`config.mk`:
```
export PLATFORM = sky130hd
export DESIGN_NAME = pmp_region_programmer
export DESIGN_NICKNAME = d
export VERILOG_FILES = /design/src/rtl/pmp_region_programmer_pkg.sv /design/src/rtl/pmp_region_programmer_napot.sv /design/src/rtl/pmp_region_programmer.sv
export SDC_FILE = /design/constraint.sdc
export NUM_CORES = 1
export LEC_CHECK = 0
export CAP_MARGIN = 20
export CORE_MARGIN = 2
export CORE_UTILIZATION = 51
export DETAILED_ROUTE_END_ITERATION = 8
export PLACE_DENSITY = 0.79
export SETUP_SLACK_MARGIN = 0.1
export SYNTH_ARGS = -nofsm -noshare
export SYNTH_HDL_FRONTEND = slang
export SYNTH_SLANG_ARGS = --single-unit
```
`constraint.sdc`:
```
create_clock -name clock -period 9.15 [get_ports clock]
set_input_delay 1.83 -clock clock [delete_from_list [all_inputs] [get_ports clock]]
set_output_delay 1.83 -clock clock [all_outputs]
set_load 0.02 [all_outputs]
```
`src/rtl/pmp_region_programmer_pkg.sv`:
```
// Shared types for the pmp region programmer: CSR addresses, pmpcfg layout,
// result codes and the latched request record.
package pmp_region_programmer_pkg;

   localparam logic [11:0] CSR_PMPCFG0  = 12'h3A0;
   localparam logic [11:0] CSR_PMPADDR0 = 12'h3B0;

   typedef enum logic [1:0] {
      A_OFF   = 2'd0,
      A_TOR   = 2'd1,
      A_NA4   = 2'd2,
      A_NAPOT = 2'd3
   } pmp_amode_e;

   typedef struct packed {
      logic       lock;
      logic [1:0] zero;
      pmp_amode_e a;
      logic       x;
      logic       w;
      logic       r;
   } pmpcfg_t;

   typedef enum logic [2:0] {
      PMP_OK         = 3'd0,
      PMP_BAD_ENTRY  = 3'd1,
      PMP_BAD_SIZE   = 3'd2,
      PMP_MISALIGNED = 3'd3,
      PMP_BAD_PERM   = 3'd4,
      PMP_LOCKED     = 3'd5
   } pmp_prog_err_e;

   typedef struct packed {
      logic [1:0]  entry;
      logic [31:0] base;
      logic [5:0]  size_log2;
      logic [2:0]  perm;
      logic        lock;
      logic        off;
   } pmp_region_req_t;

   typedef enum logic [2:0] {
      ST_IDLE    = 3'd0,
      ST_CHECK   = 3'd1,
      ST_RD_CFG  = 3'd2,
      ST_WR_ADDR = 3'd3,
      ST_WR_CFG  = 3'd4,
      ST_RESP    = 3'd5
   } prog_state_e;

endpackage

```
`src/rtl/pmp_region_programmer_napot.sv`:
```
// Combinational region encoder: (base, log2 size) -> pmpaddr value, A mode
// and the size/alignment legality flags.
module pmp_napot_encode
   import pmp_region_programmer_pkg::*;
(
   input  logic [31:0] base,
   input  logic [5:0]  size_log2,
   output logic [31:0] pmpaddr,
   output pmp_amode_e  amode,
   output logic        misaligned,
   output logic        bad_size
);

   logic [31:0] align_mask;
   logic [31:0] napot_ones;

   always_comb begin
      bad_size   = (size_log2 < 6'd2) || (size_log2 > 6'd32);
      align_mask = (size_log2 >= 6'd32) ? 32'hFFFF_FFFF : ((32'd1 << size_log2) - 32'd1);
      misaligned = !bad_size && ((base & align_mask) != 32'd0);
      // NAPOT encodes size as trailing ones below the word-aligned base
      napot_ones = (size_log2 >= 6'd3) ? ((32'd1 << (size_log2 - 6'd3)) - 32'd1) : 32'd0;
      pmpaddr    = (base >> 2) | napot_ones;
      amode      = (size_log2 == 6'd2) ? A_NA4 : A_NAPOT;
   end

endmodule

```
`src/rtl/pmp_region_programmer.sv`:
```
// Turns a region request into the pmpcfg0 read, pmpaddrN write and pmpcfg0
// read-modify-write sequence on the pmp CSR port.
//
// state   | meaning
// IDLE    | waiting for a request, req_ready high
// CHECK   | validate latched request, pick encodings
// RD_CFG  | present pmpcfg0 address, capture rdata, test L bit
// WR_ADDR | write pmpaddrN
// WR_CFG  | write pmpcfg0 with the entry byte replaced
// RESP    | hold response until resp_ready
module pmp_region_programmer
   import pmp_region_programmer_pkg::*;
#(
   parameter int          NUM_ENTRIES = 4,
   parameter logic [11:0] CFG_BASE    = CSR_PMPCFG0,
   parameter logic [11:0] ADDR_BASE   = CSR_PMPADDR0
)
(
   input  logic        clock,
   input  logic        reset,
   input  logic        req_valid,
   output logic        req_ready,
   input  logic [1:0]  req_entry,
   input  logic [31:0] req_base,
   input  logic [5:0]  req_size_log2,
   input  logic [2:0]  req_perm,
   input  logic        req_lock,
   input  logic        req_off,
   output logic        resp_valid,
   input  logic        resp_ready,
   output logic [2:0]  resp_err,
   output logic        busy,
   output logic        wr_en,
   output logic [31:0] rw_addr,
   output logic [31:0] wdata,
   input  logic [31:0] rdata
);

   prog_state_e     state_q, state_d;
   pmp_prog_err_e   err_q, err_d, check_err;
   pmp_region_req_t req_q;
   logic [31:0]     cfg_q;

   logic [31:0] enc_addr;
   pmp_amode_e  enc_amode;
   logic        enc_misaligned;
   logic        enc_bad_size;

   logic        wr_en_d;
   logic [31:0] rw_addr_d;
   logic [31:0] wdata_d;
   logic [31:0] cfg_src;
   logic [31:0] cfg_merged;
   pmpcfg_t     cfg_byte;

   pmp_napot_encode u_encode (
      .base       (req_q.base),
      .size_log2  (req_q.size_log2),
      .pmpaddr    (enc_addr),
      .amode      (enc_amode),
      .misaligned (enc_misaligned),
      .bad_size   (enc_bad_size)
   );

   always_comb begin
      check_err = PMP_OK;
      if ({30'd0, req_q.entry} >= NUM_ENTRIES)
         check_err = PMP_BAD_ENTRY;
      else if (enc_bad_size)
         check_err = PMP_BAD_SIZE;
      else if (enc_misaligned)
         check_err = PMP_MISALIGNED;
      else if (req_q.perm[1] && !req_q.perm[0])
         check_err = PMP_BAD_PERM;
   end

   // In RD_CFG the off path jumps straight to WR_CFG, so merge from live rdata
   always_comb begin
      cfg_src    = (state_q == ST_RD_CFG) ? rdata : cfg_q;
      cfg_byte   = '{lock: req_q.lock, zero: 2'b00,
                     a: (req_q.off ? A_OFF : enc_amode),
                     x: req_q.perm[2], w: req_q.perm[1], r: req_q.perm[0]};
      cfg_merged = cfg_src;
      cfg_merged[{req_q.entry, 3'b000} +: 8] = cfg_byte;
   end

   always_comb begin
      state_d   = state_q;
      err_d     = err_q;
      wr_en_d   = 1'b0;
      rw_addr_d = 32'd0;
      wdata_d   = 32'd0;
      case (state_q)
         ST_IDLE: begin
            if (req_valid) state_d = ST_CHECK;
         end
         ST_CHECK: begin
            err_d = check_err;
            if (check_err != PMP_OK) begin
               state_d = ST_RESP;
            end else begin
               state_d   = ST_RD_CFG;
               rw_addr_d = {20'd0, CFG_BASE};
            end
         end
         ST_RD_CFG: begin
            if (rdata[{req_q.entry, 3'd7}]) begin
               err_d   = PMP_LOCKED;
               state_d = ST_RESP;
            end else if (req_q.off) begin
               state_d   = ST_WR_CFG;
               wr_en_d   = 1'b1;
               rw_addr_d = {20'd0, CFG_BASE};
               wdata_d   = cfg_merged;
            end else begin
               state_d   = ST_WR_ADDR;
               wr_en_d   = 1'b1;
               rw_addr_d = {20'd0, ADDR_BASE} + {30'd0, req_q.entry};
               wdata_d   = enc_addr;
            end
         end
         ST_WR_ADDR: begin
            state_d   = ST_WR_CFG;
            wr_en_d   = 1'b1;
            rw_addr_d = {20'd0, CFG_BASE};
            wdata_d   = cfg_merged;
         end
         ST_WR_CFG: begin
            state_d = ST_RESP;
         end
         ST_RESP: begin
            if (resp_ready) state_d = ST_IDLE;
         end
         default: begin
            state_d = ST_IDLE;
         end
      endcase
   end

   always_ff @(posedge clock) begin
      if (!reset) begin
         state_q    <= ST_IDLE;
         err_q      <= PMP_OK;
         req_q      <= '0;
         cfg_q      <= 32'd0;
         req_ready  <= 1'b1;
         resp_valid <= 1'b0;
         resp_err   <= 3'd0;
         busy       <= 1'b0;
         wr_en      <= 1'b0;
         rw_addr    <= 32'd0;
         wdata      <= 32'd0;
      end else begin
         state_q <= state_d;
         err_q   <= err_d;
         if (state_q == ST_IDLE && req_valid)
            req_q <= '{entry: req_entry, base: req_base, size_log2: req_size_log2,
                       perm: req_perm, lock: req_lock, off: req_off};
         if (state_q == ST_RD_CFG)
            cfg_q <= rdata;
         req_ready  <= (state_d == ST_IDLE);
         resp_valid <= (state_d == ST_RESP);
         resp_err   <= (state_d == ST_RESP) ? err_d : PMP_OK;
         busy       <= (state_d != ST_IDLE);
         wr_en      <= wr_en_d;
         rw_addr    <= rw_addr_d;
         wdata      <= wdata_d;
      end
   end

endmodule

```
==> results of run 1 <==
## layout by cell type, fill, tap and decap left out, drive strengths merged, types with 8 or more instances in the layout
master | Yosys | layout
ha | 8 | 8
a21boi | 52 | 52
dfxtp | 126 | 126
o22ai | 12 | 12
nor2 | 73 | 73
inv | 20 | 30
nor2b | 42 | 42
nor3b | 8 | 8
o31ai | 8 | 8
nand2b | 10 | 10
mux2i | 33 | 33
a211oi | 11 | 11
xor2 | 12 | 12
clkbuf | 55 | 17
o21ai | 49 | 49
nor4 | 13 | 13
nand4 | 8 | 8
conb | 1 | 25
nand2 | 165 | 165
buf | 48 | 15
nor3 | 38 | 38
clkdlybuf4s50 | 0 | 125
nand3 | 31 | 31
a21oi | 74 | 74
a31oi | 8 | 8
and2 | 14 | 14
## flip-flops by register name, indices dropped and copies added (netlist names)
| name | cells |
|---|---|
| resp_valid | 1 |
| req_q | 41 |
| err_q | 3 |
| state_q | 3 |
| busy | 1 |
| cfg_byte | 4 |
| cfg_q | 32 |
| resp_err | 3 |
| wdata | 32 |
| req_ready | 1 |
| wr_en | 1 |
| rw_addr | 4 |
## power by group
part,internal [mW],switching (mW)
sequential,0.614,0.0941
combinational,0.374,0.767
clock,0.415,0.297
## worst paths after layout
kind | cells after the start | slack [ns] | from | endpoint
min | 2 | 0.48 | req_q[11]$_SDFFE_PN0P_ | req_q[11]$_SDFFE_PN0P_
max reg2reg | 13 | 4.19 | req_q[6]$_SDFFE_PN0P_ | state_q[1]$_SDFF_PN0_
min reg2reg | 2 | 0.48 | req_q[11]$_SDFFE_PN0P_ | req_q[11]$_SDFFE_PN0P_
max | 13 | 4.19 | req_q[6]$_SDFFE_PN0P_ | state_q[1]$_SDFF_PN0_
## worst register-to-register path, stage by stage, from the launching register on
cell and delay, ns:
dfxtp_1 0.30, buf_4 0.26, nand2_1 0.44, clkinv_1 0.43, ha_1 0.56, nor4b_1 0.28, a211oi_2 0.67, nand3_2 0.31
o41ai_1 0.44, a31oi_1 0.07, a31oi_1 0.20, nand4_2 0.30, or4_1 0.49, a21oi_1 0.14
## cells by family (layout without fill, tap and decap cells)
logic type | count (synthesis) | count (layout)
buf+inv | 125 | 194
other cells | 1 | 25
fa+ha+maj | 8 | 8
simple gates | 439 | 439
compound gates | 287 | 287
flops | 126 | 126
mux | 35 | 35
xor+xnor | 16 | 16
## area by class of cell
type	count	area [um^2]
Clock buffer	17	425
Clock inverter	15	189
Fill cell	1355	5530
Inverter	22	82.6
Multi-Input combinational cell	810	4800
Sequential cell	126	2520
Tap cell	188	235
Timing Repair Buffer	140	1360
## layer usage
metal  vias to the layer above  GRT usage [%]  routed length [um]  part of all wire (%)
met3                        82           5.51                2640                   8.9
met2                       507           53.6               13000                    44
met5                         -           2.79                  60                  0.20
met1                      3987           51.3               12600                    43
li1                       3819              -                   -                     -
met4                         2           15.1                1140                   3.8
==> results.txt, run 1 <==
- Required @ worst endpoint: ~9.5 ns
- The worst setup path is captured at a register.
- The portion of synthesized area spent on multiplexers is around 4.6%.
* Synth Instances: between 1000 and 1500
- Counting flops with an async set or reset pin after synthesis yields a share of 0%.
- Summing the areas of all and, or, nand and nor instances in the mapped netlist gives 27.9% of the synthesized area.
* Global placer's final weighted congestion: between 1 and 1.5
* DRC: 0
* Number of buffer and inverter stages on the critical path: 2
* Ratio of routed vias to standard cells: 6.37
- Die width: 128 um
- For this block, the via count after detailed routing is roughly 8400.
- Number of hold-repair buffers added at the cts stage: 0
- Synth Area in Adders: ~1.3%
* Post-Layout Cell Count: 1318
- Including well taps, the total number of placed cells is between 1000 and 1500.
- Clock-pin slew was measured on the worst setup and hold paths at ~0.07 ns.
- Measured along the y axis, the die boundary spans approximately 130 um.
- Fraction of the core area covered by cells at the end of the flow: 63.5%
* Maximum level of the CTS H-tree: 4
- The tool flagged a number of max-cap violations equal to 0.
- The first routing iteration left between 1000 and 1500 violations.
* Number of post-CTS setup repair buffers: 0
- Of the total synthesized cell area, the portion taken by XOR and XNOR cells is 1.78%.
- Yosys top cell by area: dfxtp_1
- Post-Syn Area per Cell: ~7.6 um^2
- The tightest hold path in the finished design has a slack of slightly below 0.5 ns.
* Pwr Density: ~270 nW/um^2
- Headroom to the max-slew limit came out at approximately a quarter.
- Among cell families on the critical path, the largest total delay comes from simple AND/OR/NAND/NOR gates.
- Fraction of the mapped netlist area in compound gates: between 20% and 30%
- After the last flow step, the layout net total stands at around 1200.
* Post-cts resize count: 0
* Delay of the slowest cell on the worst path: 0.67 ns
* Final worst setup slack: ~4.2 ns
- Among the stages of the critical path, the cell type that occurs most often is a31oi_1.
- Final number of hold-violating endpoints: 0
- The first detailed-routing pass ran for 6 iterations.
* Top fanout value on the critical path: between 40 and 50
- Entering global routing, the biggest net connects 95 pins.
- FP Rows: 45
- Worst Setup Slack post-DPL: between 4 and 5 ns
* TritonCTS clock tree: built
- Class of the tightest hold or removal check: reg2reg
- IR analysis of the VDD net gives a maximum drop of approximately 0.2 mV.
* Tcrit/Tclk final: roughly 54%
* Maximum clock frequency: a little over 200 MHz
* Commonest cells in the synthesized netlist: nand2_1, dfxtp_1, a21oi_1
* Overflow after GRT: 0
- On the final layout, the worst clock skew is 0.0118 ns.
* Sink Count: 126
- Root Buffer: clkbuf_16
* Fraction of final layout cells with drive strength greater than 1: under 10%
* Worst setup path category: reg2reg
- Series of cell instances along the critical path: buf_4 > nand2_1 > clkinv_1 > ha_1 > nor4b_1 > a211oi_2 > nand3_2 > o41ai_1 > a31oi_1 > a31oi_1 > nand4_2 > or4_1 > a21oi_1
* Final slew viol count: 0
- After routing, the total negative slack on setup checks comes to 0 ns.
- In the final routed layout, each cell accounts on average for approximately 22 um.
- Kind of start point of the critical path: register
- In the post-synthesis netlist, the cell with the most instances is nand2_1.
* Leak Pwr: 3.47 nW
* Result of the run: finished, final reports clean
* Ports: between 150 and 200
- Sum of net half-perimeters after detailed placement: 21300 um
* Master of the slowest instance on the critical path: a211oi_2
- Once the floorplan was initialized, standard cells occupied approximately half of the core.
- By area the synthesized netlist is led by dfxtp_1, nand2_1, a21boi_0, a21oi_1, mux2i_1.
- GRT Total Usage: a little over a third
* Synth Warn #: 0
* Clock latency of the later-clocked register in the worst-skew pair: between 0.4 and 0.5 ns
- After layout, the design draws a total of approximately 2.6 mW.
- Number of different library cells in the post-synthesis netlist: 85
- After detailed placement, the total cell area comes to about 9000 um^2.
- Number of flip-flops and latches in the synthesized netlist: ~130
- Sequential elements use 32.1% of the synthesized area.
- Fraction of synthesized cell area taken by the top area cell type: between 30% and 40%
- Combinational family with the most area after synthesis: simple AND/OR/NAND/NOR gates
* Worst-case clock buffer depth: 2
- The number of global-route vias before repair is about 7700.
- Period minus WS final: between 4 and 5 ns
* Post-synth design cell area: just under 8000 um^2
- The routed design has slightly below 30000 um of wire.
- Among all flip-flop cells after synthesis, the most frequent one is dfxtp_1.
* Port-buffer cells: approximately 130
- Final count of negative-setup-slack endpoints: 0
* Number of enable flip-flop cells after synthesis: 0
- Transition at the pin with the smallest max-transition slack: about 1.1 ns
* Antenna-violating nets left: 0
- Wire length of the first global-routing pass: 45200 um
- Data arrives at the worst endpoint at 5.33 ns.
- The core region is ~15000 um^2.
- Setup repair after global routing left no endpoint under its margin.
* Number of antenna diodes: 0
- Total non-filler cell area in the finished layout: 9620 um^2
* Area added between synthesis and finish: 22.4%
- In this run, CTS created clock tree buffers numbering 17.
* Antenna violations before repair: 0
- Area enclosed by the die boundary: 16400 um^2
Power figures use the tool's default switching activity.
==> run 2, diff against run 1 <==
--- a/config.mk
+++ b/config.mk
@@ -7,9 +7,9 @@
 export LEC_CHECK = 0
 export CAP_MARGIN = 20
 export CORE_MARGIN = 2
-export CORE_UTILIZATION = 51
+export CORE_UTILIZATION = 48
 export DETAILED_ROUTE_END_ITERATION = 8
-export PLACE_DENSITY = 0.79
+export PLACE_DENSITY = 0.78
 export SETUP_SLACK_MARGIN = 0.1
 export SYNTH_ARGS = -nofsm -noshare
 export SYNTH_HDL_FRONTEND = slang
==> constraint.sdc (replaced) <==
create_clock -name clock -period 4.55 [get_ports clock]
set_input_delay 0.91 -clock clock [delete_from_list [all_inputs] [get_ports clock]]
set_output_delay 0.91 -clock clock [all_outputs]
set_load 0.02 [all_outputs]
==> run 2 against run 1 <==
  * Critical path depth decreased by 2
  * Design area is 1.3% higher
  * Hold slack got worse by 0.0093 ns
  * Via count hardly changed
  * Clock skew grew 0.0053 ns
  * Clock power up 80%
  * First-iteration DRC count down 0.33%
  * Routed wire length is 2.8% lower
  * Sequential power grew 100%
  * Critical path type unchanged
  * Largest cell class unchanged
==> results.txt, run 2 (synthesized netlist as in run 1, its figures left out) <==
- The slowest stage of the critical path is the a211oi_2 cell.
* Tcrit/Tclk final: 91.3%
- Via count of the first global-routing pass: 7818
* Number of fillers in the final layout: around 1500
- Nature of the critical path endpoint: register
* Number of nets at the end of the flow: around 1200
- Kind of start point of the critical path: register
* Max_cap viols: 0
- Worst-case clock buffer depth: 2
- Top fanout value on the critical path: 12
* Total vias in the final route: around 8400
- Series of cell instances along the critical path: inv_1 > ha_1 > nor4b_1 > a211oi_2 > nand3_2 > o2111a_1 > o21ai_0 > nor4b_2 > nand4_2 > or4_1 > a21oi_1
* Area added between synthesis and finish: 24.0%
* PnR Total Power: between 5 and 6 mW
- Ports: about 150
- After clock tree synthesis, the clock-pin slew on the worst setup and hold paths is about 0.06 ns.
* Number of hold-repair buffers added at the cts stage: 0
* FP Rows: 46
* Area enclosed by the die boundary: between 15000 and 20000 um^2
- TritonCTS built the clock tree.
- Number of DRC markers in iteration 0: between 1000 and 1500
* Wire length of the first global-routing pass: around 44000 um
- After global routing the overflow that remains totals 0.
- DRT Pass-1 Iters: 5
* Antenna-violating nets left: 0
- Setup violations remaining at the end of the flow were counted as 0.
- Wires add up to between 20000 and 30000 um.
* Cell class contributing the biggest share of worst-path delay: simple AND/OR/NAND/NOR gates
- Sink Count: 126
- Once placement completed, the tool counted placed cells totaling about 1300.
- Sum of net half-perimeters after detailed placement: between 20000 and 25000 um
- Fraction of the core area covered by cells at the end of the flow: around 60%
- Leaving out fill and tap cells, the most frequent cell in the layout is nand2_1.
* Maximum clock frequency: 241 MHz
- Ratio of routed vias to standard cells: approximately 6
- Worst max-slew margin expressed relative to the limit: around a third
* Worst supply voltage drop on vdd: between 0.3 and 0.4 mV
- Across every metal layer, demand over resource in global routing totals roughly 32%.
* Post-Layout Cell Count: roughly 1400
* Top flop regs: req_q x41, cfg_q x32, wdata x32
- Between clock sinks in the finished design, the worst skew comes to approximately 0.017 ns.
- The register with the most flip-flops in the layout has between 40 and 50 of them.
- Critical Path AT: approximately 4.5 ns
* Post-cts resize count: 0
- Clock latency of the later-clocked register in the worst-skew pair: 0.43 ns
* Final number of hold-violating endpoints: 0
- Number of buffer and inverter stages on the critical path: 1
- Number of antenna diodes: 0
- req_q holds more flip-flops than any other register.
- Transition at the pin with the smallest max-transition slack: a little under 1 ns
* Final routed wire length divided by cell count: roughly 21 um
* Leading cell types in the layout, fill and taps excluded: nand2_1, dfxtp_1, clkdlybuf4s50_1
- Fraction of final layout cells with drive strength greater than 1: 7.40%
* Leak Pwr: 3.55 nW
- After floorplanning, the core was sized to cover roughly 16000 um^2.
- DRC: 0
* Pin count of the biggest net entering global routing: 57
- The number of antenna violations at the first check in global routing came to 0.
- Num CTS Buffers: 17
- In this design, the stage delay of the slowest critical-path cell is roughly 0.64 ns.
* Global placer's final weighted congestion: ~1.1
* Pwr Density: about 520 nW/um^2
* Required @ worst endpoint: around 4.9 ns
- In this run the worst hold path is classified as reg2reg.
* Port-buffer cells: approximately 130
- From left edge to right edge, the die measures between 100 and 150 um.
- Root Buffer: clkbuf_16
* Final slew viol count: 0
- Setup repair after global routing missed its margin: false
* Setup TNS Final: 0 ns
- Once the clock tree was built, the setup fixing pass inserted 0 buffers.
- Initial standard-cell utilization of the core: about half
* Die Span Y: around 130 um
- Worst setup path category: reg2reg
- Counting I/O delays and the setup requirement, the final critical path takes between 4 and 5 ns.
- The H-tree generated during clock tree synthesis spans 4 levels.
* Result of the run: finished, final reports clean
run 2: cell count changes in the layout (fill, tap and decap cells not counted), sizes merged:
cell and delta:
bufinv -2, clkinv +4, clkinvlp -1, buf +19, inv -1
run 2: layer usage:
layer  vias to the layer above  part of all wire, %  global-route usage, %  wire length, um
met2                       537                   45                   50.3            12900
met3                        82                   10                   7.38             2870
met1                      3910                   41                   42.7            11800
met5                         -                    0                      0                0
li1                       3867                    -                      -                -
met4                         0                  3.9                   14.3             1120
run 2: where the power goes:
part	total (mW)	leakage [nW]	switching [mW]	internal, mW
Clock	1.28	0.273	0.570	0.713
Combinational	2.33	2.25	1.52	0.807
Sequential	1.44	1.02	0.203	1.23
Total	5.05	3.55	2.29	2.76
run 2: final timing paths:
| kind | startpoint | endpoint | slack (ns) | cells past startpoint |
|---|---|---|---|---|
| worst min-delay path | cfg_q[21]$_SDFF_PN0_ | cfg_q[21]$_SDFF_PN0_ | 0.47 | 2 |
| worst max register to register | req_q[7]$_SDFFE_PN0P_ | state_q[1]$_SDFF_PN0_ | 0.40 | 11 |
| worst min register to register | cfg_q[21]$_SDFF_PN0_ | cfg_q[21]$_SDFF_PN0_ | 0.47 | 2 |
| worst max-delay path | req_q[7]$_SDFFE_PN0P_ | state_q[1]$_SDFF_PN0_ | 0.40 | 11 |
run 2: worst reg2reg max path, cell delays in order, from the launching register on:
cell and delay (ns):
dfxtp_1 0.61, inv_1 0.21, ha_1 0.36, nor4b_1 0.21, a211oi_2 0.64, nand3_2 0.32
o2111a_1 0.32, o21ai_0 0.20, nor4b_2 0.28, nand4_2 0.31, or4_1 0.49, a21oi_1 0.14
run 2: metrics by stage:
stage | setup slack (ns) | area [um^2] | hold WS, ns
2_1_floorplan | 0.762 | 7950 | 0.444
3_3_place_gp | 0.680 | 9200 | 0.452
4_1_cts | 0.546 | 9750 | 0.471
6_report | 0.396 | 9750 | 0.472
5_1_grt | 0.123 | 9750 | 0.493
3_5_place_dp | 0.560 | 9200 | 0.463
run 2: area by class of cell:
cell class	count	area (um^2)	area share (%)
Sequential cell	126	2520	25.9
Timing Repair Buffer	159	1520	15.6
Clock buffer	17	425	4.37
Multi-Input combinational cell	810	4800	49.3
Tap cell	216	270	2.77
Clock inverter	15	124	1.27
Inverter	22	82.6	0.847
==> run 3, diff against run 2 <==
--- a/config.mk
+++ b/config.mk
@@ -5,7 +5,7 @@
 export SDC_FILE = /design/constraint.sdc
 export NUM_CORES = 1
 export LEC_CHECK = 0
-export CAP_MARGIN = 20
+export CAP_MARGIN = 40
 export CORE_MARGIN = 2
 export CORE_UTILIZATION = 48
 export DETAILED_ROUTE_END_ITERATION = 8
==> run 3 against run 2 <==
  * Sequential share of layout area down 0.096 points
  * Fmax down 0.53%
  * Design area up 0.37%
  * Cell count about the same
  * Sequential cell count unchanged
  * Combinational power about the same
  * Critical endpoint unchanged
  * Largest power group unchanged
==> results.txt, run 3 (synthesized netlist as in run 1, its figures left out) <==
- Result of the run: finished, final reports clean
- Maximum clock frequency: approximately 240 MHz
* Setup TNS Final: 0 ns
- The congestion estimate from routability-driven global placement came to 1.06.
- After detailed routing, the number of vias per cell comes to between 6 and 7.
* Nature of the critical path endpoint: register
* Fraction of final layout cells with drive strength greater than 1: 7.39%
* Required @ worst endpoint: ~4.9 ns
- Top flop regs: req_q x41, cfg_q x32, wdata x32
- Across the routed clock network, the largest skew measured is a little over 0.01 ns.
- Number of flip-flops in the largest register: 41
- The final layout contains routed wiring with a total length of 28600 um.
- Once the floorplan was initialized, standard cells occupied just under 50% of the core.
- At the pin with the least slew margin, the transition time is about 0.87 ns.
- The die is ~130 um wide.
* Final routed wire length divided by cell count: 20.9 um
* Final worst setup slack: 0.374 ns
- Leading cell types in the layout, fill and taps excluded: nand2_1, dfxtp_1, clkdlybuf4s50_1
- TritonCTS built the clock tree.
- The die covers about 17000 um^2.
- After detailed placement, the total cell area comes to approximately 9200 um^2.
- Num CTS Buffers: 17
- Most common cell after layout, fill and taps aside: nand2_1
- Headroom to the max-slew limit came out at a little over two fifths.
- The setup path with the least slack is of type reg2reg.
* DRT Pass-1 Iters: 6
- The H-tree was split into 4 levels.
- The HPWL after detailed placement is ~21000 um.
* Setup repair after global routing missed its margin: false
- Clock latency of the later-clocked register in the worst-skew pair: ~0.43 ns
* Tcrit/Tclk final: around 90%
- For this block, the initial DRC count from the detailed router was 1151.
- For the worst setup path, the data arrival time is around 4.5 ns.
- Number of antenna diodes: 0
- Post-CTS repair changed the size of 0 cells.
* Port-buffer cells: approximately 130
* Sink Count: 126
- The number of antenna violations at the first check in global routing is 1.
- Final number of hold-violating endpoints: 0
- Summed over all layers, the global routing overflow is 0.
- FP Rows: 46
- Die Span Y: about 130 um
* Area of the core: 15900 um^2
* Clk slew on worst S/H paths: roughly 0.060 ns
- Counting I/O delays and the setup requirement, the final critical path takes roughly 4.2 ns.
- Worst Setup Slack post-DPL: ~0.6 ns
- Pin count of the biggest net entering global routing: 57
- Pwr Density: 523 nW/um^2
* Total vias in the final route: 8443
- Number of hold-repair buffers added at the cts stage: 0
- Final slew viol count: 0
* Worst supply voltage drop on vdd: between 0.3 and 0.4 mV
- The finished cells cover a little under 10000 um^2.
- Root Buffer: clkbuf_16
- Wire length of the first global-routing pass: 43900 um
* Top fanout value on the critical path: 12
- Relative to the synthesized area, the layout overhead comes to 24.5%.
* Kind of start point of the critical path: register
- The completed layout was analyzed and its total power is between 5 and 6 mW.
* Final count of negative-setup-slack endpoints: 0
* Worst reg-to-reg setup slack: 0.37 ns
- Largest Register: req_q
* Number of post-CTS setup repair buffers: 0
- In this run the worst hold path is classified as reg2reg.
* Worst-case clock buffer depth: 2
- Ports: between 150 and 200
- DRC: 0
* Leak Pwr: roughly 3.6 nW
* Number of fillers in the final layout: 1418
- At the end of the flow, the number of nets in the layout was about 1200.
- Via count of the first global-routing pass: between 7000 and 8000
* GRT Total Usage: about 32%
- Once detail routing completed, the nets flagged for antenna violations numbered 0.
- Max-cap violations in this run came to 0.
-- run 3: cell count changes in the layout (fill, tap and decap cells not counted) --
cell	before	now
buf_2	1	2
bufinv_16	0	1
clkbuf_1	0	1
clkbuf_8	0	2
clkinv_2	3	0
clkinv_4	2	3
clkinvlp_4	1	2
inv_6	7	6
inv_8	2	0
-- run 3: layout make-up --
class	instances	area, um^2	area share [%]
inverter	22	82.6	0.844
tap	216	270	2.76
timing repair buffer	160	1520	15.6
clock inverter	12	124	1.27
clock buffer	20	457	4.67
multi-input combinational	810	4800	49.1
sequential	126	2520	25.8
-- run 3: path summary, 6_finish.rpt --
| check | depth (start not counted) | to | start |
|---|---|---|---|
| worst max-delay path | 11 | state_q[1]$_SDFF_PN0_ | req_q[7]$_SDFFE_PN0P_ |
| worst min-delay path | 2 | cfg_q[21]$_SDFF_PN0_ | cfg_q[21]$_SDFF_PN0_ |
| worst max register to register | 11 | state_q[1]$_SDFF_PN0_ | req_q[7]$_SDFFE_PN0P_ |
| worst min register to register | 2 | cfg_q[21]$_SDFF_PN0_ | cfg_q[21]$_SDFF_PN0_ |
-- run 3: metrics by stage --
step | utilization, % | hold slack [ns] | instances
3_5_place_dp | 57.7 | 0.461 | 1334
4_1_cts | 61.4 | 0.470 | 1366
3_3_place_gp | 57.7 | 0.452 | 1333
2_1_floorplan | - | 0.444 | 1061
6_report | 61.4 | 0.471 | 1366
5_1_grt | 61.4 | 0.485 | 1366
-- run 3: metal layers --
layer | track usage (%) | vias to the layer above | wire (um)
met1 | 43.4 | 3912 | 12000
li1 | - | 3854 | -
met2 | 48.6 | 581 | 12500
met4 | 15.0 | 0 | 1290
met5 | 0 | - | 0
met3 | 7.00 | 96 | 2840
-- run 3: worst max-delay path, stage by stage, from the launching register on --
cell	delay [ns]
dfxtp_1	0.61
inv_1	0.21
ha_1	0.36
nor4b_1	0.21
a211oi_2	0.65
nand3_2	0.31
o2111a_1	0.32
o21ai_0	0.20
nor4b_2	0.26
nand4_2	0.30
or4_1	0.49
a21oi_1	0.17
-- run 3: power by group --
group          total [mW]  switching, mW  internal [mW]
logic                2.33           1.52          0.808
registers            1.44          0.203           1.23
clock network        1.34          0.548          0.793
total                5.11           2.28           2.84
==> patch, RTL diff (config.mk and constraints of run 1) <==
Take the reset off `rw_addr` and `wdata` and load them in a clocked block of their own.
--- a/src/rtl/pmp_region_programmer.sv
+++ b/src/rtl/pmp_region_programmer.sv
@@ -149,6 +149,4 @@
          busy       <= 1'b0;
          wr_en      <= 1'b0;
-         rw_addr    <= 32'd0;
-         wdata      <= 32'd0;
       end else begin
          state_q <= state_d;
@@ -164,7 +162,10 @@
          busy       <= (state_d != ST_IDLE);
          wr_en      <= wr_en_d;
-         rw_addr    <= rw_addr_d;
-         wdata      <= wdata_d;
       end
+   end
+
+   always_ff @(posedge clock) begin
+      rw_addr <= rw_addr_d;
+      wdata   <= wdata_d;
    end
 
Function: differs if reset is asserted again (counterexample within 4 cycles, from zero or initial values and one cycle with reset low); with reset held inactive, the same outputs for 4 cycles.
==> patch against run 1 <==
  * Setup slack improved by 0.39 ns
  * Power down 2.4%
  * Fmax is 8.5% higher
  * Die area fell by 1.2%
  * Routed wire length is 0.24% higher
  * Sequential cell count unchanged
  * Synthesized area fell by 1.2%
  * First-iteration DRC count down 2.3%
  * Design area down 0.20%
  * Largest cell class unchanged
==> patch: results (changes against run 1) <==
stage,metric,value,unit,change
clocking,cts-buffers-inserted,17,,unchanged
clocking,clk_path_buf_depth,2,,unchanged
setup_path,rr_endpoint,resp_valid,,
clocking,clockRootBuffer,clkbuf_16,,
setup_path,crit_slowest_cell,ha_1,,
global_route,grt_pass1_wl,44550,um,-1.4%
synth,synthFlopType,dfxtp_1,,
synth,yosys-top-cells-area,"dfxtp_1, nand2_1, a21oi_1",,
hold_path,min_path_type,register to register,,
synth,synthAdderAreaFrac,0.01289,,+0.0001581
synth,synth_seq_area_share,0.3250,,+0.003984
placement,io_buffers,126,,unchanged
timing,worst_hold_slack,0.4791,ns,-0.002134 ns
timing,slew_headroom,0.2741,,+0.04098
setup_path,slowest_delay,0.72,ns,+0.05 ns
synth,muxShareOfSynthArea,0.04932,,+0.002993
clocking,clkTransAtPathRegs,0.06,ns,
hold_path,min_to,resp_err[1],,
routing,vias_per_cell,6.382,,+0.17%
cells_and_area,fin_nets,1210,,+0.33%
setup_path,r2r_cells,14,,+1
global_route,grt_pass1_vias,7702,,+0.42%
power,peakVddDrop,0.1700,mV,-12%
hold_path,whs_path_depth,2,,unchanged
synth,ys_types,76,,-11%
clocking,h-tree-depth,4,,unchanged
synth,synth_common_cells,"nand2_1, dfxtp_1, a21oi_1",,
placement,hpwl,21820,um,+2.6%
clocking,post_cts.repair.setup_buffers,0,,unchanged
clocking,clock_latency,0.43,ns,about the same
clocking,cts_resized,0,,unchanged
routing,drt_first_pass_iters,6,,unchanged
setup_path,cp_max_fo,20,,-51%
global_route,grt_usage,0.3604,,+0.001126
setup_path,reg2reg_slack,4.58,ns,+0.39 ns
synth,synth_edf_count,0,,unchanged
synth,synth-async-reset-ratio,0,,unchanged
placement,place_area,8994,um2,-0.14%
cells_and_area,drive_gt1_frac,0.06173,,+0.003321
power,leakagePower,0.003429,uW,-1.1%
global_route,grt_antenna_before_repair,0,,unchanged
routing,drt_iter0_drc,1199,,-2.3%
run_status,outcome,finished clean,,
routing,wire_per_inst,22.38,um,about the same
cells_and_area,top_regs,"req_q: 41 flops, cfg_q: 32 flops, wdata: 32 flops",,
setup_path,crit-reg2reg-launch,req_q[6],,
placement,gp_congestion,1.072,,+6.3%
hold_path,hp-start,err_q[1],,
synth,synth_xor_xnor_area_share,0.01692,,-0.0009070
global_route,grt_start_max_net_pins,85,,-11%
synth,synth_compound_gate_area_share,0.2661,,+0.02237
power,switching_share,0.4297,,-0.02261
setup_path,crit_family,compound AO/OA/AOI/OAI gates,,
cells_and_area,antenna_cells,0,,unchanged
synth,yosys_warnings,0,,unchanged
timing,finClkSkew,0.01174,ns,-0.00006730 ns
==> patch: per-stage QoR <==
stage                     setup WS [ns]  instances  total power [uW]
after floorplan                   5.437       1056              1417
after global placement            4.771       1290              1778
after detailed placement          4.831       1290              1773
after CTS                         4.783       1322              2462
after global routing              4.462       1322              2609
final                             4.578       1322              2501
==> patch: area by class of cell <==
| class | instances | area (um2) |
|---|---|---|
| clock buffers | 20 | 446.7 |
| flip-flops and latches | 126 | 2522 |
| fillers | 1354 | 5431 |
| multi-input cells | 809 | 4762 |
| repair buffers | 143 | 1384 |
| clock inverters | 12 | 161.4 |
| inverters | 24 | 90.09 |
| well taps | 188 | 235.2 |
==> patch: how the worst max path moves through the flow <==
| stage | from | endpoint | slack (ns) | cells past startpoint |
|---|---|---|---|---|
| 3_5_place_dp | req_q[6] | resp_err[0] | 4.83 | 14 |
| 3_3_place_gp | req_q[6] | resp_err[0] | 4.77 | 14 |
| 4_1_cts | req_q[6] | resp_valid | 4.78 | 14 |
| 6_report | req_q[6] | resp_valid | 4.58 | 14 |
| 2_1_floorplan | req_q[5] | wdata[24] | 5.44 | 17 |
| 5_1_grt | req_q[6] | resp_valid | 4.46 | 14 |
==> patch: power by group through the flow <==
stage | combinational, uW | clock [uW] | sequential (uW)
4_1_cts | 1070 | 695 | 701
3_3_place_gp | 1070 | 0 | 711
3_5_place_dp | 1060 | 0 | 713
2_1_floorplan | 737 | 0 | 679
5_1_grt | 1180 | 714 | 712
6_report | 1100 | 693 | 709
==> patch: layer usage <==
layer | vias up | share of wire | global-route usage
li1 | 3801 | - | -
met1 | 3892 | 0.40 | 0.4767
met2 | 620 | 0.44 | 0.5628
met3 | 124 | 0.10 | 0.07789
met4 | 0 | 0.048 | 0.1681
met5 | - | 0 | 0
